<file path="src/rtl/alu_exec_unit.sv">
// Execution ALU: decodes ALU_op/FuncCode, returns single-cycle ops in one clock and runs
// MULTU as a WIDTH-cycle shift-add into HI/LO. Optional restoring DIVU under `ALU_DIVU_EN.
module alu_exec_unit #(
  parameter int WIDTH = 32
) (
  input  logic             clk,
  input  logic             reset_n,
  input  logic             valid_in,
  input  logic [1:0]       ALU_op,
  input  logic [5:0]       FuncCode,
  input  logic [WIDTH-1:0] A,
  input  logic [WIDTH-1:0] B,
  output logic             ready_out,
  output logic             valid_out,
  output logic [WIDTH-1:0] Result,
  output logic             Zero,
  output logic             Illegal,
  output logic [3:0]       ALU_Ctl,
  output logic [WIDTH-1:0] HI,
  output logic [WIDTH-1:0] LO
);

  localparam int CNT_W = $clog2(WIDTH);
  localparam logic [CNT_W-1:0] LAST_ITER = CNT_W'(WIDTH - 1);

  typedef enum logic [3:0] {
    CTL_AND     = 4'b0000,
    CTL_OR      = 4'b0001,
    CTL_ADD     = 4'b0010,
    CTL_SUB     = 4'b0110,
    CTL_SLT     = 4'b0111,
    CTL_NOR     = 4'b1100,
    CTL_MULTU   = 4'b1000,
`ifdef ALU_DIVU_EN
    CTL_DIVU    = 4'b1001,
`endif
    CTL_MFHI    = 4'b1010,
    CTL_MFLO    = 4'b1011,
    CTL_ILLEGAL = 4'b1111
  } ctl_e;

  typedef enum logic [1:0] {
    S_IDLE = 2'd0,
    S_MUL  = 2'd1,
    S_DONE = 2'd2
`ifdef ALU_DIVU_EN
    , S_DIV = 2'd3
`endif
  } state_e;

  state_e               state_q, state_d;
  ctl_e                 ctl_q, ctl_d;
  ctl_e                 dec_ctl;
  logic [2*WIDTH-1:0]   acc_q, acc_d;
  logic [WIDTH-1:0]     mcand_q, mcand_d;
  logic [WIDTH-1:0]     mplier_q, mplier_d;
  logic [CNT_W-1:0]     cnt_q, cnt_d;
  logic [WIDTH-1:0]     result_q, result_d;
  logic                 zero_q, zero_d;
  logic                 illegal_q, illegal_d;
  logic [WIDTH-1:0]     hi_q, hi_d;
  logic [WIDTH-1:0]     lo_q, lo_d;
  logic                 valid_q, valid_d;
  logic [WIDTH-1:0]     alu_res;
  logic [WIDTH:0]       mul_sum;
`ifdef ALU_DIVU_EN
  logic [WIDTH:0]       div_shift;
  logic [WIDTH:0]       div_rem;
  logic                 div_qbit;
`endif

  // NOTE: every signal assigned in always_comb gets a default first, so no path can infer a latch.
  always_comb begin
    dec_ctl = CTL_ADD;
    if (ALU_op == 2'b10) begin
      unique case (FuncCode)
        6'b100000: dec_ctl = CTL_ADD;
        6'b100010: dec_ctl = CTL_SUB;
        6'b100100: dec_ctl = CTL_AND;
        6'b100101: dec_ctl = CTL_OR;
        6'b101010: dec_ctl = CTL_SLT;
        6'b100111: dec_ctl = CTL_NOR;
        6'b011001: dec_ctl = CTL_MULTU;
`ifdef ALU_DIVU_EN
        6'b011011: dec_ctl = CTL_DIVU;
`endif
        6'b010000: dec_ctl = CTL_MFHI;
        6'b010010: dec_ctl = CTL_MFLO;
        default:   dec_ctl = CTL_ILLEGAL;
      endcase
    end else if (ALU_op[0]) begin
      dec_ctl = CTL_SUB;
    end
  end

  always_comb begin
    alu_res = '0;
    case (dec_ctl)
      CTL_ADD:  alu_res = A + B;
      CTL_SUB:  alu_res = A - B;
      CTL_AND:  alu_res = A & B;
      CTL_OR:   alu_res = A | B;
      CTL_NOR:  alu_res = ~(A | B);
      CTL_SLT:  alu_res = {{(WIDTH-1){1'b0}}, ($signed(A) < $signed(B))};
      CTL_MFHI: alu_res = hi_q;
      CTL_MFLO: alu_res = lo_q;
      default:  alu_res = '0;
    endcase
  end

  always_comb begin
    state_d   = state_q;
    ctl_d     = ctl_q;
    acc_d     = acc_q;
    mcand_d   = mcand_q;
    mplier_d  = mplier_q;
    cnt_d     = cnt_q;
    result_d  = result_q;
    zero_d    = zero_q;
    illegal_d = illegal_q;
    hi_d      = hi_q;
    lo_d      = lo_q;
    valid_d   = 1'b0;

    // Accumulator upper half plus the gated multiplicand, carry kept in the extra bit.
    mul_sum = {1'b0, acc_q[2*WIDTH-1:WIDTH]} + {1'b0, (mplier_q[0] ? mcand_q : '0)};
`ifdef ALU_DIVU_EN
    // acc_q holds {remainder, dividend/quotient}; shift one dividend bit into the remainder.
    div_shift = {acc_q[2*WIDTH-1:WIDTH], acc_q[WIDTH-1]};
    div_qbit  = (div_shift >= {1'b0, mcand_q});
    div_rem   = div_qbit ? (div_shift - {1'b0, mcand_q}) : div_shift;
`endif

    case (state_q)
      S_IDLE: begin
        if (valid_in) begin
          ctl_d = dec_ctl;
          if (dec_ctl == CTL_MULTU) begin
            mcand_d  = A;
            mplier_d = B;
            acc_d    = '0;
            cnt_d    = '0;
            state_d  = S_MUL;
`ifdef ALU_DIVU_EN
          end else if (dec_ctl == CTL_DIVU) begin
            mcand_d = B;
            acc_d   = {{WIDTH{1'b0}}, A};
            cnt_d   = '0;
            state_d = S_DIV;
`endif
          end else begin
            result_d  = alu_res;
            zero_d    = (alu_res == '0);
            illegal_d = (dec_ctl == CTL_ILLEGAL);
            valid_d   = 1'b1;
          end
        end
      end
      S_MUL: begin
        acc_d    = {mul_sum, acc_q[WIDTH-1:1]};
        mplier_d = mplier_q >> 1;
        cnt_d    = cnt_q + CNT_W'(1);
        if (cnt_q == LAST_ITER) state_d = S_DONE;
      end
`ifdef ALU_DIVU_EN
      S_DIV: begin
        acc_d = {div_rem[WIDTH-1:0], acc_q[WIDTH-2:0], div_qbit};
        cnt_d = cnt_q + CNT_W'(1);
        if (cnt_q == LAST_ITER) state_d = S_DONE;
      end
`endif
      S_DONE: begin
        hi_d      = acc_q[2*WIDTH-1:WIDTH];
        lo_d      = acc_q[WIDTH-1:0];
        result_d  = acc_q[WIDTH-1:0];
        zero_d    = (acc_q[WIDTH-1:0] == '0);
        illegal_d = 1'b0;
        valid_d   = 1'b1;
        state_d   = S_IDLE;
      end
      default: state_d = S_IDLE;
    endcase
  end

  // NOTE: sequential state uses non-blocking assignments so all registers update from pre-edge values.
  always_ff @(posedge clk or negedge reset_n) begin
    if (!reset_n) begin
      state_q   <= S_IDLE;
      ctl_q     <= CTL_AND;
      acc_q     <= '0;
      mcand_q   <= '0;
      mplier_q  <= '0;
      cnt_q     <= '0;
      result_q  <= '0;
      zero_q    <= 1'b1;
      illegal_q <= 1'b0;
      hi_q      <= '0;
      lo_q      <= '0;
      valid_q   <= 1'b0;
    end else begin
      state_q   <= state_d;
      ctl_q     <= ctl_d;
      acc_q     <= acc_d;
      mcand_q   <= mcand_d;
      mplier_q  <= mplier_d;
      cnt_q     <= cnt_d;
      result_q  <= result_d;
      zero_q    <= zero_d;
      illegal_q <= illegal_d;
      hi_q      <= hi_d;
      lo_q      <= lo_d;
      valid_q   <= valid_d;
    end
  end

  assign ready_out = (state_q == S_IDLE);
  assign valid_out = valid_q;
  assign Result    = result_q;
  assign Zero      = zero_q;
  assign Illegal   = illegal_q;
  assign ALU_Ctl   = ctl_q;
  assign HI        = hi_q;
  assign LO        = lo_q;

endmodule

</file>
<file path="config.mk">
export PLATFORM = sky130hd
export DESIGN_NAME = alu_exec_unit
export DESIGN_NICKNAME = d
export VERILOG_FILES = /design/src/rtl/alu_exec_unit.sv
export SDC_FILE = /design/constraint.sdc
export NUM_CORES = 1
export LEC_CHECK = 0
export ABC_AREA = 0
export BUFFER_PORTS_ARGS = -buffer_cell sky130_fd_sc_hd__buf_2
export CORE_MARGIN = 5
export CORE_UTILIZATION = 60
export DETAILED_ROUTE_END_ITERATION = 10
export GPL_TIMING_DRIVEN = 0
export PLACE_DENSITY = 0.84
export SYNTH_ARGS = -nofsm -noshare
export SYNTH_HDL_FRONTEND = slang
export SYNTH_SLANG_ARGS = --single-unit
</file>
<file path="constraint.sdc">
create_clock -name clk -period 7.21 [get_ports clk]
set_input_delay 0.3605 -clock clk [delete_from_list [all_inputs] [get_ports clk]]
set_output_delay 0.3605 -clock clk [all_outputs]
set_load 0.01 [all_outputs]
</file>
After elaboration in Yosys (flattened, before gate mapping)
Cells that the tools add are included.
{ "word_totals": {"reg_bits": 238, "out_inout_bits": 104} }
{ "op_classes": {"reduce_logical": 11, "n_addsub": 4, "n_eq_ne": 26, "mux": 30, "bitwise_logic": 3, "n_lt_le_gt_ge": 1} }
{ "op_table": {"columns": ["cell", "n"], "rows": [
  ["case mux 32 bit (8 select lines)", 1],
  ["2-to-1 mux 32 bit", 5],
  ["2-to-1 mux 64 bit", 2],
  ["case mux 32 bit (2 select lines)", 2],
  ["case mux 64 bit (2 select lines)", 1],
  ["zero test 32 bit", 2],
  ["equality test 6 bit (second input constant)", 6],
  ["case mux 4 bit (9 select lines)", 1],
  ["adder 32 x 32 -> 33 bit", 1],
  ["adder 32 bit", 1],
  ["AND 32 bit", 1],
  ["< comparator 32 bit", 1],
  ["NOT 32 bit", 1],
  ["bitwise OR 32 bit", 1],
  ["subtractor 32 bit", 1],
  ["equality test 4 bit (second input constant)", 5],
  ["equality test 6 x 5 -> 1 bit (second input constant)", 3],
  ["AND reduction 3 bit", 4],
  ["2-to-1 mux 5 bit", 2],
  ["case mux 5 bit (2 select lines)", 1],
  ["equality test 4 x 3 -> 1 bit (second input constant)", 2],
  ["2-to-1 mux 1 bit", 6],
  ["2-to-1 mux 2 bit", 3],
  ["inequality test 2 bit (second input constant)", 3],
  ["15 further kinds", 19]
]} }

Longest topological paths before layout
Gate-level depths: netlist (run 1).
{ "depth": {"depth_word": 9, "mapped_depth": 15, "depth_no_buf": 15} }

Worst setup path after synthesis (run 1)
No wires, ideal clock.
{ "synth_path": {"path_type": "input -> register", "startpoint": "input B[5]", "endpoint": "register zero_q, in the netlist Zero", "stages": 14, "slack_ps": 3569, "path_buffers": 0, "required_time_ps": 7124, "arrival_ps": 3555, "path_cell_list": "inv_1 -> ha_1 -> inv_1 -> a2111oi_0 -> a211oi_1 -> or2_2 -> a222oi_1 -> o2bb2ai_1 -> o21ai_0 -> mux2_2 -> o221ai_1 -> a211o_1 -> or3_1 -> o31ai_2"} }
{ "synth_between": {"elab_chain_len": 7, "word_cells_on_any_way": 11} }
{ "synth_lines": {"columns": ["element", "line", "rtl"], "rows": [
  ["start: declaration", "12", "input logic [WIDTH-1:0] B,"],
  ["parallel branches: the longest is 2 deep, another holds subtractor 32 bit", null, null],
  ["case mux 32 bit (8 select lines) (*)", "98", "case (dec_ctl)"],
  ["zero test 32 bit (*)", "153", "zero_d = (alu_res == '0);"],
  ["2-to-1 mux 1 bit (*)", "138", "if (dec_ctl == CTL_MULTU) begin"],
  ["2-to-1 mux 1 bit (*)", "136", "if (valid_in) begin"],
  ["case mux 1 bit (2 select lines) (*)", "134", "case (state_q)"],
  ["end signal: assignment", "208", "zero_q <= zero_d;"],
  ["end: declaration", "59", "logic zero_q, zero_d;"]
]} }
Mark *: on every way between the ends. The select of a mux whose other input is x is not followed.
A chain may end at the register's enable or synchronous reset.

Worst setup path after layout (run 1)
{ "layout_path": {"startpoint": "input FuncCode[0]", "endpoint": "register zero_q, in the netlist Zero"} }
{ "layout_between": {"elab_chain_len": 9, "word_cells_on_any_way": 27} }
{ "layout_lines": {"columns": ["element", "line", "rtl"], "rows": [
  ["start: declaration", "10", "input logic [5:0] FuncCode,"],
  ["equality test 6 x 5 -> 1 bit / equality test 6 bit (equally long branches)", "76", "unique case (FuncCode)"],
  ["case mux 4 bit (9 select lines) (*)", "76", null],
  ["2-to-1 mux 4 bit (*)", "75", "if (ALU_op == 2'b10) begin"],
  ["equality test 4 bit (tied with other cells)", "98", null],
  ["case mux 32 bit (8 select lines)", "98", null],
  ["zero test 32 bit", "153", null],
  ["2-to-1 mux 1 bit", "138", null],
  ["2-to-1 mux 1 bit", "136", null],
  ["case mux 1 bit (2 select lines)", "134", null]
]} }
Every way passes the cells marked *; elsewhere a longest branch is shown, timed or not. The select of a mux whose other input is x is not followed.

==> metrics.md, run 1 <==
| Metric | Value |
|---|---|
| Status | `completed` |
| Detailed Routing Iterations Pass 1 | `7` |
| Min-Delay Path Depth | `3` |
| DRC Markers | `0` |
| R2R depth | `15` |
| Avg Cell Area, Syn | `8.04 µm²` |
| Post-DR vias/cell | `6.63` |
| Register area share after synthesis | `34.6%` |
| Post-Layout Cell Count | `2761` |
| Largest net degree at the start of global routing | `112` |
| PD cells | `256 nW/µm²` |
| DP HPWL | `55200 µm` |
| Final setup vio count | `0` |
| Fin area | `19700 µm²` |
| Mapped Cells | `2143` |
| Clk_lat worst skew | `0.58 ns` |
| Detailed-route wire length | `71000 µm` |
| Worst rel slew slack | `3.67%` |
| Total track usage | `42.2%` |
| Max Freq | `201 MHz` |
| Final hold viol count | `0` |
| Mapped Area | `17200 µm²` |
| Initial core utilization | `60.4%` |
| Clk pin slew, worst setup/hold paths | `0.06 ns` |
| CTS H-tree lvls | `1` |
| Placed cells | `2702` |
| IO buf count | `173` |
| Area delta synth->final | `14.4%` |
| Class of the worst hold path | `primary input to flop` |
| Syn nets | `2368` |
| Setup ws final | `2.23 ns` |
| CTS root buffer | `clkbuf_16` |
| Yosys cell types | `92` |
| CP max stage cell | `buf_1` |
| Post-layout min period | `4.98 ns` |
| Crit. End Element | `flop` |
| CTS sink count | `238` |
| Total die area | `32200 µm²` |
| Most common cell on crit path | `buf_2` |
| Post-CTS Setup Inserts | `0` |
| Pre-CTS setup slack | `1.87 ns` |
| Row cnt | `62` |
| Share of layout cells above drive strength 1 | `12.4%` |
| Layout Skew | `0.0171 ns` |
| RSZ-0062 raised after global routing | `false` |
| Ys Warns | `0` |
| Leakage dissipation | `9.21 nW` |
| Launch point of the worst reg-to-reg path | `mplier_q[0]$_DFFE_PN0P_` |
| Worst Path Required | `7.71 ns` |
| First-pass GRT wire length | `107000 µm` |
| Critical path class | `primary input to flop` |
| Vias in the first global route | `18100` |
| Crit-path cells | `buf_2 > clkbuf_1 > nor3_2 > o21ai_1 > nand3b_1 > buf_2 > buf_2 > buf_1 > mux2i_1 > o21ai_0 > a21oi_1 > nand4_1 > nor4_2 > nand3_1 > o31ai_2` |
| Hold Buf Count CTS | `1` |
| Crit path DAT | `5.48 ns` |
| Slew Viols, Final | `0` |
| Critical path fanouts, max | `10` |
| Crit-path max cell delay | `0.73 ns` |
| Die W | `179 µm` |
| Fin crit share | `69.1%` |
| TritonCTS clock tree | `built` |
| Reg2reg end | `acc_q[62]$_DFFE_PN0P_` |
| Antenna violations before repair | `6` |
| Fillers | `2378` |
| Crit start category | `primary input` |
| PostCTS Resize Cnt | `0` |
| Placement Cell Area | `18600 µm²` |
| DR iter-0 viols | `2526` |
| Final Wtd Congestion | `1.07` |
| Die height | `179 µm` |
| Flop and latch count out of synthesis | `238` |
| Routed vias | `18300` |
| Setup_tns | `0 ns` |
| Max rail drop VDD | `203 µV` |
| Core area | `28500 µm²` |
| Grt total ovfl | `0` |
| Worst Tran Pin Value | `1.44 ns` |
| Total Nets Final | `2574` |
| Reg-to-reg setup timing slack | `2.77 ns` |
| Post-synth EDFFs | `0` |
| Async set or reset register ratio after synthesis | `100%` |
| Hold path endpoint | `mplier_q[19]$_DFFE_PN0P_` |
| Dominant synthesized flop cell | `dfrtp_1` |
| Max cap viols | `0` |
| DRT antenna net count | `0` |
| Num CTS Buffers | `28` |
| Start point of the worst hold path | `B[19]` |
| CTS Buffer Depth | `3` |
| # IOs | `179` |
| Wire per inst | `25.7 µm` |
cell type report:
class                   count  area [µm²]  area share, %
diodes                      6        15.0         0.0761
plain buffers             118         469           2.38
clock buffers              36         771           3.91
clock inverters            16         278           1.41
inverters                 109         409           2.07
multi-input cells        1678       10400           52.7
flip-flops and latches    238        5960           30.2
well taps                 384         480           2.44
repair buffers            176         941           4.77
state kept, by name, summed over array words and instances (netlist names), 2 cells and up:
name / count
ALU_Ctl: 4
HI: 32
LO: 32
Result: 32
acc_q: 64
cnt_q: 5
mcand_q: 32
mplier_q: 32
state_q: 2
metrics by stage:
step | power, mW | hold slack, ns | util [%]
6_report | 5.05 | 0.0606 | 69.1
5_1_grt | 5.27 | 0.102 | 69.0
4_1_cts | 4.98 | 0.0658 | 69.0
3_5_place_dp | 3.37 | 0.280 | 65.3
3_3_place_gp | 3.30 | 0.452 | 65.1
2_1_floorplan | 2.84 | 0.0649 | -
worst max-delay path, delay by kind of cell:
kind	cells	cell delay [ns]
simple gates	5	1.80
buf+inv	5	2.01
compound gates	4	0.99
mux	1	0.29
Yosys cell counts, types with 4 or more instances:
| cell type | number | share of area (%) |
|---|---|---|
| a221o_1 | 5 | 0.29 |
| inv_1 | 108 | 2.4 |
| nor2_1 | 123 | 2.7 |
| xnor2_1 | 26 | 1.3 |
| nand2_1 | 467 | 10 |
| mux2i_1 | 27 | 1.6 |
| o221ai_1 | 12 | 0.61 |
| nand2b_1 | 16 | 0.58 |
| mux2_2 | 24 | 1.6 |
| ha_1 | 147 | 11 |
| clkbuf_1 | 98 | 2.1 |
| dfrtp_1 | 237 | 34 |
| nor3b_1 | 7 | 0.30 |
| a31oi_1 | 46 | 1.7 |
| and3_1 | 11 | 0.40 |
| a21o_1 | 48 | 2.1 |
| a2111oi_0 | 6 | 0.30 |
| a311oi_1 | 7 | 0.36 |
| nor2b_1 | 15 | 0.54 |
| and2_1 | 39 | 1.4 |
| o2111ai_1 | 5 | 0.25 |
| nand3_1 | 54 | 1.6 |
| a21boi_0 | 12 | 0.52 |
| xor2_1 | 18 | 0.91 |
| or2_2 | 8 | 0.29 |
| o21bai_1 | 14 | 0.61 |
| o31ai_1 | 7 | 0.30 |
| a221oi_1 | 26 | 1.3 |
| o22ai_1 | 6 | 0.22 |
| o31a_1 | 4 | 0.20 |
| a21oi_1 | 115 | 3.3 |
| nand4_1 | 7 | 0.25 |
| o21a_1 | 8 | 0.35 |
| a211oi_1 | 15 | 0.65 |
| o221a_2 | 4 | 0.26 |
| and4_1 | 4 | 0.20 |
| a2111o_1 | 4 | 0.26 |
| nor4_1 | 20 | 0.73 |
| nor3_1 | 30 | 0.87 |
| buf_1 | 6 | 0.13 |
| a41oi_1 | 4 | 0.20 |
| o21ai_0 | 201 | 5.8 |
| buf_2 | 11 | 0.32 |
| o211ai_1 | 18 | 0.78 |
| or3_1 | 6 | 0.22 |
logic make-up (layout without fill, tap and decap cells):
logic type / after synthesis / after routing / synth area share [%]
AO/OA/AOI/OAI: 604 / 604 / 22.5
XOR/XNOR: 44 / 44 / 2.24
adder cells (fa/ha/maj): 150 / 150 / 11.0
buffers and inverters: 227 / 455 / 5.10
flip-flops: 238 / 238 / 34.6
multiplexers: 52 / 52 / 3.22
other: 0 / 6 / 0
AND/OR/NAND/NOR: 828 / 828 / 21.3
power breakdown:
part	leakage, nW	internal (mW)	total [mW]	switching, mW
Clock	0.500	0.978	1.61	0.633
Combinational	5.99	0.572	1.53	0.961
Sequential	2.72	1.64	1.91	0.269
Total	9.21	3.19	5.05	1.86
routing by layer:
layer / wire, µm / GRT usage, % / vias up / part of all wire (%)
li1: - / - / 7948 / -
met1: 26500 / 55.2 / 8791 / 37
met2: 31300 / 66.0 / 1312 / 44
met3: 8950 / 10.3 / 266 / 13
met4: 4190 / 20.5 / 2 / 5.9
met5: 13 / 0 / - / 0.018
how the worst max path moves through the flow:
| stage | slack [ns] | to | cells after the start | from |
|---|---|---|---|---|
| final | 2.23 | Zero$_DFFE_PN1P_ | 15 | FuncCode[0] |
| after global routing | 2.25 | Zero$_DFFE_PN1P_ | 15 | FuncCode[0] |
| after global placement | 1.67 | mplier_q[30]$_DFFE_PN0P_ | 1 | reset_n |
| after detailed placement | 1.87 | Zero$_DFFE_PN1P_ | 15 | FuncCode[0] |
| after floorplan | 3.57 | Zero$_DFFE_PN1P_ | 14 | B[5] |
| after CTS | 2.42 | Zero$_DFFE_PN1P_ | 15 | FuncCode[0] |
placed cells by master (no fill, tap or decap), types with 30 or more instances in the layout:
master | synthesis | routed
nand3_1 | 54 | 54
nand2_1 | 467 | 467
a21o_1 | 48 | 48
a21oi_1 | 115 | 115
and2_1 | 39 | 39
inv_1 | 108 | 108
a31oi_1 | 46 | 46
ha_1 | 147 | 147
nor3_1 | 30 | 30
o21ai_0 | 201 | 201
nor2_1 | 123 | 123
clkbuf_1 | 98 | 102
dfrtp_1 | 237 | 237
buf_2 | 11 | 183
Power figures use the tool's default switching activity.
==> run 2, diff against run 1 <==
==> constraint.sdc (replaced) <==
create_clock -name clk -period 4.7 [get_ports clk]
set_input_delay 0.235 -clock clk [delete_from_list [all_inputs] [get_ports clk]]
set_output_delay 0.235 -clock clk [all_outputs]
set_load 0.01 [all_outputs]
==> run 2 against run 1 <==
- power grew 54%
- the flow now finishes with violations (hold timing, setup timing)
- die area unchanged
- wire length rose by 0.65%
- first-iteration DRC count decreased by 3.1%
- non-clock buffer count increased by 28
- design area up 1.5%
- register-to-register slack worse by 2.3 ns
- via count is 0.85% higher
- final cell count is 0.98% higher
- clock power up 54%
- count of clock-buffer cells in the layout unchanged
- utilization grew 1.1 points
==> metrics.md, run 2 (synthesis gave the netlist of run 1 again) <==
| Metric | Value |
|---|---|
| Post-layout min period | `4.73 ns` |
| Leakage dissipation | `9.34 nW (+1.4%)` |
| Row cnt | `62 (unchanged)` |
| # IOs | `179 (unchanged)` |
| Largest net degree at the start of global routing | `112 (unchanged)` |
| Final Wtd Congestion | `1.07 (unchanged)` |
| DP HPWL | `55200 µm (unchanged)` |
| Total Nets Final | `2602 (+1.1%)` |
| Max rail drop VDD | `311 µV (+53%)` |
| P_sw | `2.88 mW (+54%)` |
| Worst Tran Pin Value | `1.42 ns (-0.0215 ns)` |
| Antenna violations before repair | `6 (unchanged)` |
| Total die area | `32200 µm² (unchanged)` |
| Post-CTS Setup Inserts | `0 (unchanged)` |
| Final setup vio count | `1 (+1)` |
| CTS sink count | `238 (unchanged)` |
| Placement Cell Area | `18600 µm² (unchanged)` |
| Commonest non-fill, non-tap cell in the layout | `nand2_1` |
| Reg2reg end | `acc_q[56]$_DFFE_PN0P_` |
| CP max stage cell | `nor3_2` |
| Wire per inst | `25.6 µm (-0.33%)` |
| Fillers | `2338 (-1.7%)` |
| Critical path fanouts, max | `10 (unchanged)` |
| Clk_lat worst skew | `0.59 ns (about the same)` |
| Part of the power in the clock network | `31.8% (about the same)` |
| Crit-path cells | `buf_2 > clkbuf_1 > nor3_2 > o21ai_1 > nand3b_1 > buf_2 > mux2_2 > a221o_1 > a21oi_1 > nand4_1 > nor4_2 > nand4_1 > nor4_2 > nand3_1 > o31ai_2` |
| Crit start category | `primary input` |
| Max cap viols | `0 (unchanged)` |
| Grt total ovfl | `0 (unchanged)` |
| Core area | `28500 µm² (unchanged)` |
| Setup ws final | `-0.0306 ns (-2.26 ns)` |
| RSZ-0062 raised after global routing | `false` |
| Multi-input logic area | `10400 µm² (+0.14%)` |
| Die W | `179 µm (unchanged)` |
| Routed vias | `18500 (+0.85%)` |
| Fin area | `20000 µm² (+1.5%)` |
| Start point of the worst hold path | `B[29]` |
| Worst rel slew slack | `5.02% (+1.3 points)` |
| Final hold viol count | `2 (+2)` |
| Failing checks | `hold timing, setup timing` |
| CTS Buffer Depth | `3 (unchanged)` |
| Pre-CTS setup slack | `-0.511 ns (-2.38 ns)` |
| DRT antenna net count | `0 (unchanged)` |
| Int Pwr | `4.91 mW (+54%)` |
| Slew Viols, Final | `0 (unchanged)` |
| Comb power frac | `30.6% (+0.2 points)` |
| R2R depth | `15 (unchanged)` |
| Post-DR vias/cell | `6.63 (-0.13%)` |
| Share of layout cells above drive strength 1 | `12.4% (-0.020 points)` |
| CTS H-tree lvls | `1 (unchanged)` |
| Reg-to-reg setup timing slack | `0.48 ns (-2.29 ns)` |
| CTS root buffer | `clkbuf_16` |
| Post-Layout Cell Count | `2788 (+0.98%)` |
| Commonest cells after routing, fill and taps aside | `nand2_1, dfrtp_1, o21ai_0, buf_2, ha_1` |
| Area delta synth->final | `16.2%` |
| Detailed-route wire length | `71400 µm (+0.65%)` |
| Reg power frac | `37.6% (-0.2 points)` |
| Clk pin slew, worst setup/hold paths | `0.06 ns (about the same)` |
| Hold path endpoint | `mplier_q[29]$_DFFE_PN0P_` |
| Max reg flops | `64 (unchanged)` |
| TritonCTS clock tree | `built` |
| Layout Utilization | `70.1% (+1.1 points)` |
| Status | `finished, violations left` |
| DR iter-0 viols | `2447 (-3.1%)` |
| Crit. End Element | `flop` |
| Placed cells | `2702 (unchanged)` |
| Critical path class | `primary input to flop` |
| Layout Skew | `0.0214 ns (+0.00431 ns)` |
| Detailed Routing Iterations Pass 1 | `6 (-1)` |
| Die height | `179 µm (unchanged)` |
| Fin crit share | `101%` |
| Class of the worst hold path | `primary input to flop` |
| IO buf count | `173 (unchanged)` |
| Net Sw Frac | `37.0% (+0.076 points)` |
| Crit-path max cell delay | `0.61 ns (-0.12 ns)` |
| Crit path DAT | `5.23 ns (-0.25 ns)` |
| Initial core utilization | `60.4% (unchanged)` |
| Launch point of the worst reg-to-reg path | `mplier_q[0]$_DFFE_PN0P_` |
| Register area | `5960 µm² (unchanged)` |
| Total track usage | `42.4% (+0.25 points)` |
| DRC Markers | `0 (unchanged)` |
| Post-Route Hold Slack | `-0.00211 ns (-0.0627 ns)` |
| Largest register by flop count | `acc_q` |
| Worst Path Required | `5.20 ns (-2.51 ns)` |
| PD cells | `389 nW/µm² (+52%)` |
| Max Freq | `211 MHz` |
| Num CTS Buffers | `28 (unchanged)` |
| First-pass GRT wire length | `108000 µm (+0.68%)` |
| Vias in the first global route | `18300 (+0.73%)` |
| Min-Delay Path Depth | `3 (unchanged)` |
[run 2: worst max-delay path by stage]
stage | startpoint | endpoint | slack (ns) | depth (start not counted)
finish | FuncCode[0] | Zero$_DFFE_PN1P_ | -0.03 | 15
global route | B[5] | Zero$_DFFE_PN1P_ | 0.01 | 16
CTS | FuncCode[0] | Zero$_DFFE_PN1P_ | 0.04 | 15
detailed placement | FuncCode[0] | Zero$_DFFE_PN1P_ | -0.51 | 15
floorplan | B[5] | Zero$_DFFE_PN1P_ | 1.18 | 14
global placement | reset_n | mplier_q[30]$_DFFE_PN0P_ | -0.71 | 1
[run 2: power groups by stage]
stage / Combinational [mW] / Sequential (mW) / Clock, mW
global placement: 2.16 / 2.91 / 0
CTS: 2.30 / 2.90 / 2.45
floorplan: 1.51 / 2.84 / 0
finish: 2.38 / 2.93 / 2.48
detailed placement: 2.25 / 2.93 / 0
global route: 2.59 / 2.97 / 2.55
[run 2: final cells by class]
class | count | share of cell area (%)
clock buffer | 36 | 3.85
multi-input combinational | 1678 | 52.0
timing repair buffer | 205 | 6.15
tap | 384 | 2.40
buffer | 117 | 2.33
clock inverter | 16 | 1.39
sequential | 238 | 29.8
inverter | 109 | 2.04
antenna | 5 | 0.0625
[run 2: stage by stage]
stage          total power [mW]  setup TNS [ns]
3_5_place_dp               5.18           -1.09
5_1_grt                    8.11               0
6_report                   7.79         -0.0306
4_1_cts                    7.66               0
3_3_place_gp               5.07         -162.02
2_1_floorplan              4.35               0
[run 2: repair_timing]
| action | in CTS | in global routing |
|---|---|---|
| setup endpoints to repair | 0 | 4 |
| hold buffers | 30 | 0 |
| gates resized for setup | 0 | 8 |
| hold endpoints to repair | 73 | 0 |
[run 2: layer usage]
| layer | share of wire [%] | wire length (µm) | track usage, % | up-vias |
|---|---|---|---|---|
| met1 | 38 | 26900 | 55.6 | 8912 |
| met2 | 44 | 31600 | 66.1 | 1279 |
| met4 | 5.9 | 4230 | 20.9 | 2 |
| li1 | - | - | - | 8001 |
| met3 | 12 | 8650 | 10.3 | 281 |
| met5 | 0.018 | 13 | 0 | - |
[run 2: critical path: cells and delay by family]
| family | cells | cell delay (ns) |
|---|---|---|
| muxes | 1 | 0.44 |
| buffers and inverters | 3 | 0.83 |
| and+or+nand+nor | 7 | 2.33 |
| AOI/OAI and AO/OA | 4 | 1.39 |
==> run 3, diff against run 2 <==
--- a/config.mk
+++ b/config.mk
@@ -6,12 +6,12 @@
 export NUM_CORES = 1
 export LEC_CHECK = 0
 export ABC_AREA = 0
-export BUFFER_PORTS_ARGS = -buffer_cell sky130_fd_sc_hd__buf_2
 export CORE_MARGIN = 5
-export CORE_UTILIZATION = 60
+export CORE_UTILIZATION = 50
 export DETAILED_ROUTE_END_ITERATION = 10
+export DONT_BUFFER_PORTS = 1
 export GPL_TIMING_DRIVEN = 0
-export PLACE_DENSITY = 0.84
+export PLACE_DENSITY = 0.68
 export SYNTH_ARGS = -nofsm -noshare
 export SYNTH_HDL_FRONTEND = slang
 export SYNTH_SLANG_ARGS = --single-unit
==> run 3 against run 2 <==
- the flow finishes with violations (hold timing, capacitance limit, slew limit, setup timing)
- worst hold slack got worse by 0.63 ns
- utilization down 13 points
- combinational power decreased by 9.2%
- design area fell by 2.6%
- register-to-register slack got worse by 0.04 ns
- wire length up 2.8%
- critical path depth is 3 lower
- sequential cell count unchanged
- first-iteration DRC count fell by 21%
- via count decreased by 6.5%
- count of clock-buffer cells in the layout grew 2
- global-route usage down 5.3 points
==> metrics.md, run 3 (synthesis gave the netlist of run 1 again) <==
| Metric | Value |
|---|---|
| N_diodes | `0 (-5)` |
| Max rail drop VDD | `356 µV (+14%)` |
| Largest net degree at the start of global routing | `239 (+110%)` |
| Max Freq | `208 MHz (-1.6%)` |
| Post-Layout Cell Count | `2713 (-2.7%)` |
| Reg-to-reg setup timing slack | `0.44 ns (-0.04 ns)` |
| Grt total ovfl | `0 (unchanged)` |
| Antenna violations before repair | `3 (-3)` |
| Setup ws final | `-0.106 ns (-0.0753 ns)` |
| Largest register by flop count | `acc_q` |
| Die height | `196 µm (+9.0%)` |
| IO buf count | `0 (-100%)` |
| Commonest non-fill, non-tap cell in the layout | `nand2_1` |
| Row cnt | `68 (+9.7%)` |
| Class of the worst hold path | `primary input to async pin` |
| Final hold viol count | `238 (+236)` |
| Commonest cells after routing, fill and taps aside | `nand2_1, dfrtp_1, o21ai_0, ha_1, nor2_1` |
| Fin area | `19500 µm² (-2.6%)` |
| Post-DR vias/cell | `6.37 (-3.9%)` |
| DR iter-0 viols | `1936 (-21%)` |
| Core area | `34300 µm² (+20%)` |
| Placed cells | `2598 (-3.8%)` |
| Max reg flops | `64 (unchanged)` |
| Total Nets Final | `2461 (-5.4%)` |
| Worst Path Required | `5.20 ns (about the same)` |
| CTS H-tree lvls | `1 (unchanged)` |
| Initial core utilization | `50.3% (-10 points)` |
| Total die area | `38300 µm² (+19%)` |
| Clk pin slew, worst setup/hold paths | `0.07 ns (about the same)` |
| Detailed-route wire length | `73400 µm (+2.8%)` |
| Layout Skew | `0.0328 ns (+0.0114 ns)` |
| Num CTS Buffers | `28 (unchanged)` |
| Crit path DAT | `5.30 ns (+0.07 ns)` |
| CTS root buffer | `clkbuf_16` |
| Crit start category | `primary input` |
| Failing checks | `hold timing, capacitance limit, slew limit, setup timing` |
| Max cap viols | `1 (+1)` |
| Status | `finished, violations left` |
| Fin crit share | `102% (+1.6 points)` |
| Total track usage | `37.2% (-5.3 points)` |
| # IOs | `179 (unchanged)` |
| RSZ-0062 raised after global routing | `false` |
| DRT antenna net count | `0 (unchanged)` |
| CTS Buffer Depth | `3 (unchanged)` |
| Power after layout | `7.60 mW (-2.4%)` |
| CTS sink count | `238 (unchanged)` |
| Post-layout min period | `4.81 ns (+0.0753 ns)` |
| Share of layout cells above drive strength 1 | `5.58% (-6.8 points)` |
| Routed vias | `17300 (-6.5%)` |
| DP HPWL | `56800 µm (+2.9%)` |
| Final setup vio count | `1 (unchanged)` |
| Worst Tran Pin Value | `1.55 ns (+0.127 ns)` |
| TritonCTS clock tree | `built` |
| Crit. End Element | `flop` |
| Final Wtd Congestion | `1.02 (-4.9%)` |
| Worst rel slew slack | `-4.41% (-9.4 points)` |
| Post-Route Hold Slack | `-0.630 ns (-0.628 ns)` |
| Slew Viols, Final | `8 (+8)` |
| Placement Cell Area | `17800 µm² (-4.5%)` |
| Hold Buf Count CTS | `63 (+110%)` |
| Leakage dissipation | `8.85 nW (-5.2%)` |
| DRC Markers | `0 (unchanged)` |
| PD cells | `390 nW/µm² (+0.27%)` |
| Vias in the first global route | `16900 (-7.7%)` |
| Critical path fanouts, max | `10 (unchanged)` |
| Setup_tns | `-0.106 ns (-0.0753 ns)` |
| Detailed Routing Iterations Pass 1 | `8 (+2)` |
| Wire per inst | `27.1 µm (+5.7%)` |
| Clk_lat worst skew | `0.59 ns (about the same)` |
| Die W | `196 µm (+9.0%)` |
| Critical path class | `primary input to flop` |
| Pre-CTS setup slack | `-0.514 ns (-0.00289 ns)` |
| First-pass GRT wire length | `108000 µm (+0.86%)` |
| Area delta synth->final | `13.1%` |
run 3: what timing repair did:
| action | 4_1_cts | 5_1_grt |
|---|---|---|
| endpoints found under the setup margin | 0 | 2 |
| resized for setup | 0 | 8 |
| hold endpoints to repair | 301 | 238 |
| buffers inserted | 0 | 0 |
run 3: layout make-up:
cell class | instances | area [µm²]
plain buffers | 118 | 470
flip-flops and latches | 238 | 5960
repair buffers | 63 | 631
clock inverters | 14 | 223
multi-input cells | 1678 | 10400
well taps | 455 | 569
clock buffers | 38 | 808
fillers | 3169 | 14800
inverters | 109 | 409
run 3: through the flow:
step	utilization [%]	hold slack, ns
5_1_grt	56.9	-0.658
4_1_cts	56.8	-0.654
6_report	56.9	-0.630
3_5_place_dp	51.9	-0.0504
3_3_place_gp	51.9	-0.0508
2_1_floorplan	-	-0.0606
run 3: worst max-delay path, cell delays in order:
cell      delay, ns
clkbuf_1       0.19
and2_2         0.26
o41ai_2        1.12
nor2_1         0.68
a221oi_1       0.55
o21ai_0        0.30
or4_4          0.54
nor4_2         0.55
nand4_1        0.18
nor4_2         0.28
nand3_1        0.16
o31ai_2        0.23
run 3: worst paths after layout:
path                                    startpoint                 endpoint  depth (start not counted)
min                                        reset_n      Illegal$_DFFE_PN0P_                          0
max                                    FuncCode[1]         Zero$_DFFE_PN1P_                         12
min reg2reg                mcand_q[14]$_DFFE_PN0P_  mcand_q[14]$_DFFE_PN0P_                          2
max in group asynchronous                  reset_n         Zero$_DFFE_PN1P_                          0
max reg2reg                mplier_q[0]$_DFFE_PN0P_    acc_q[60]$_DFFE_PN0P_                         15
min in group clk                             A[13]  mcand_q[13]$_DFFE_PN0P_                          2
run 3: power by group:
group / leakage (nW) / switching, mW / internal, mW
clock: 0.502 / 0.971 / 1.48
sequential: 2.72 / 0.473 / 2.51
combinational: 5.63 / 1.32 / 0.841
run 3: per-layer routing:
| layer | track usage, % | up-vias | part of all wire (%) |
|---|---|---|---|
| met5 | 0 | - | 0.016 |
| met4 | 19.3 | 2 | 6.2 |
| met3 | 9.02 | 237 | 10 |
| met2 | 56.4 | 959 | 44 |
| met1 | 49.5 | 8388 | 40 |
| li1 | - | 7697 | - |
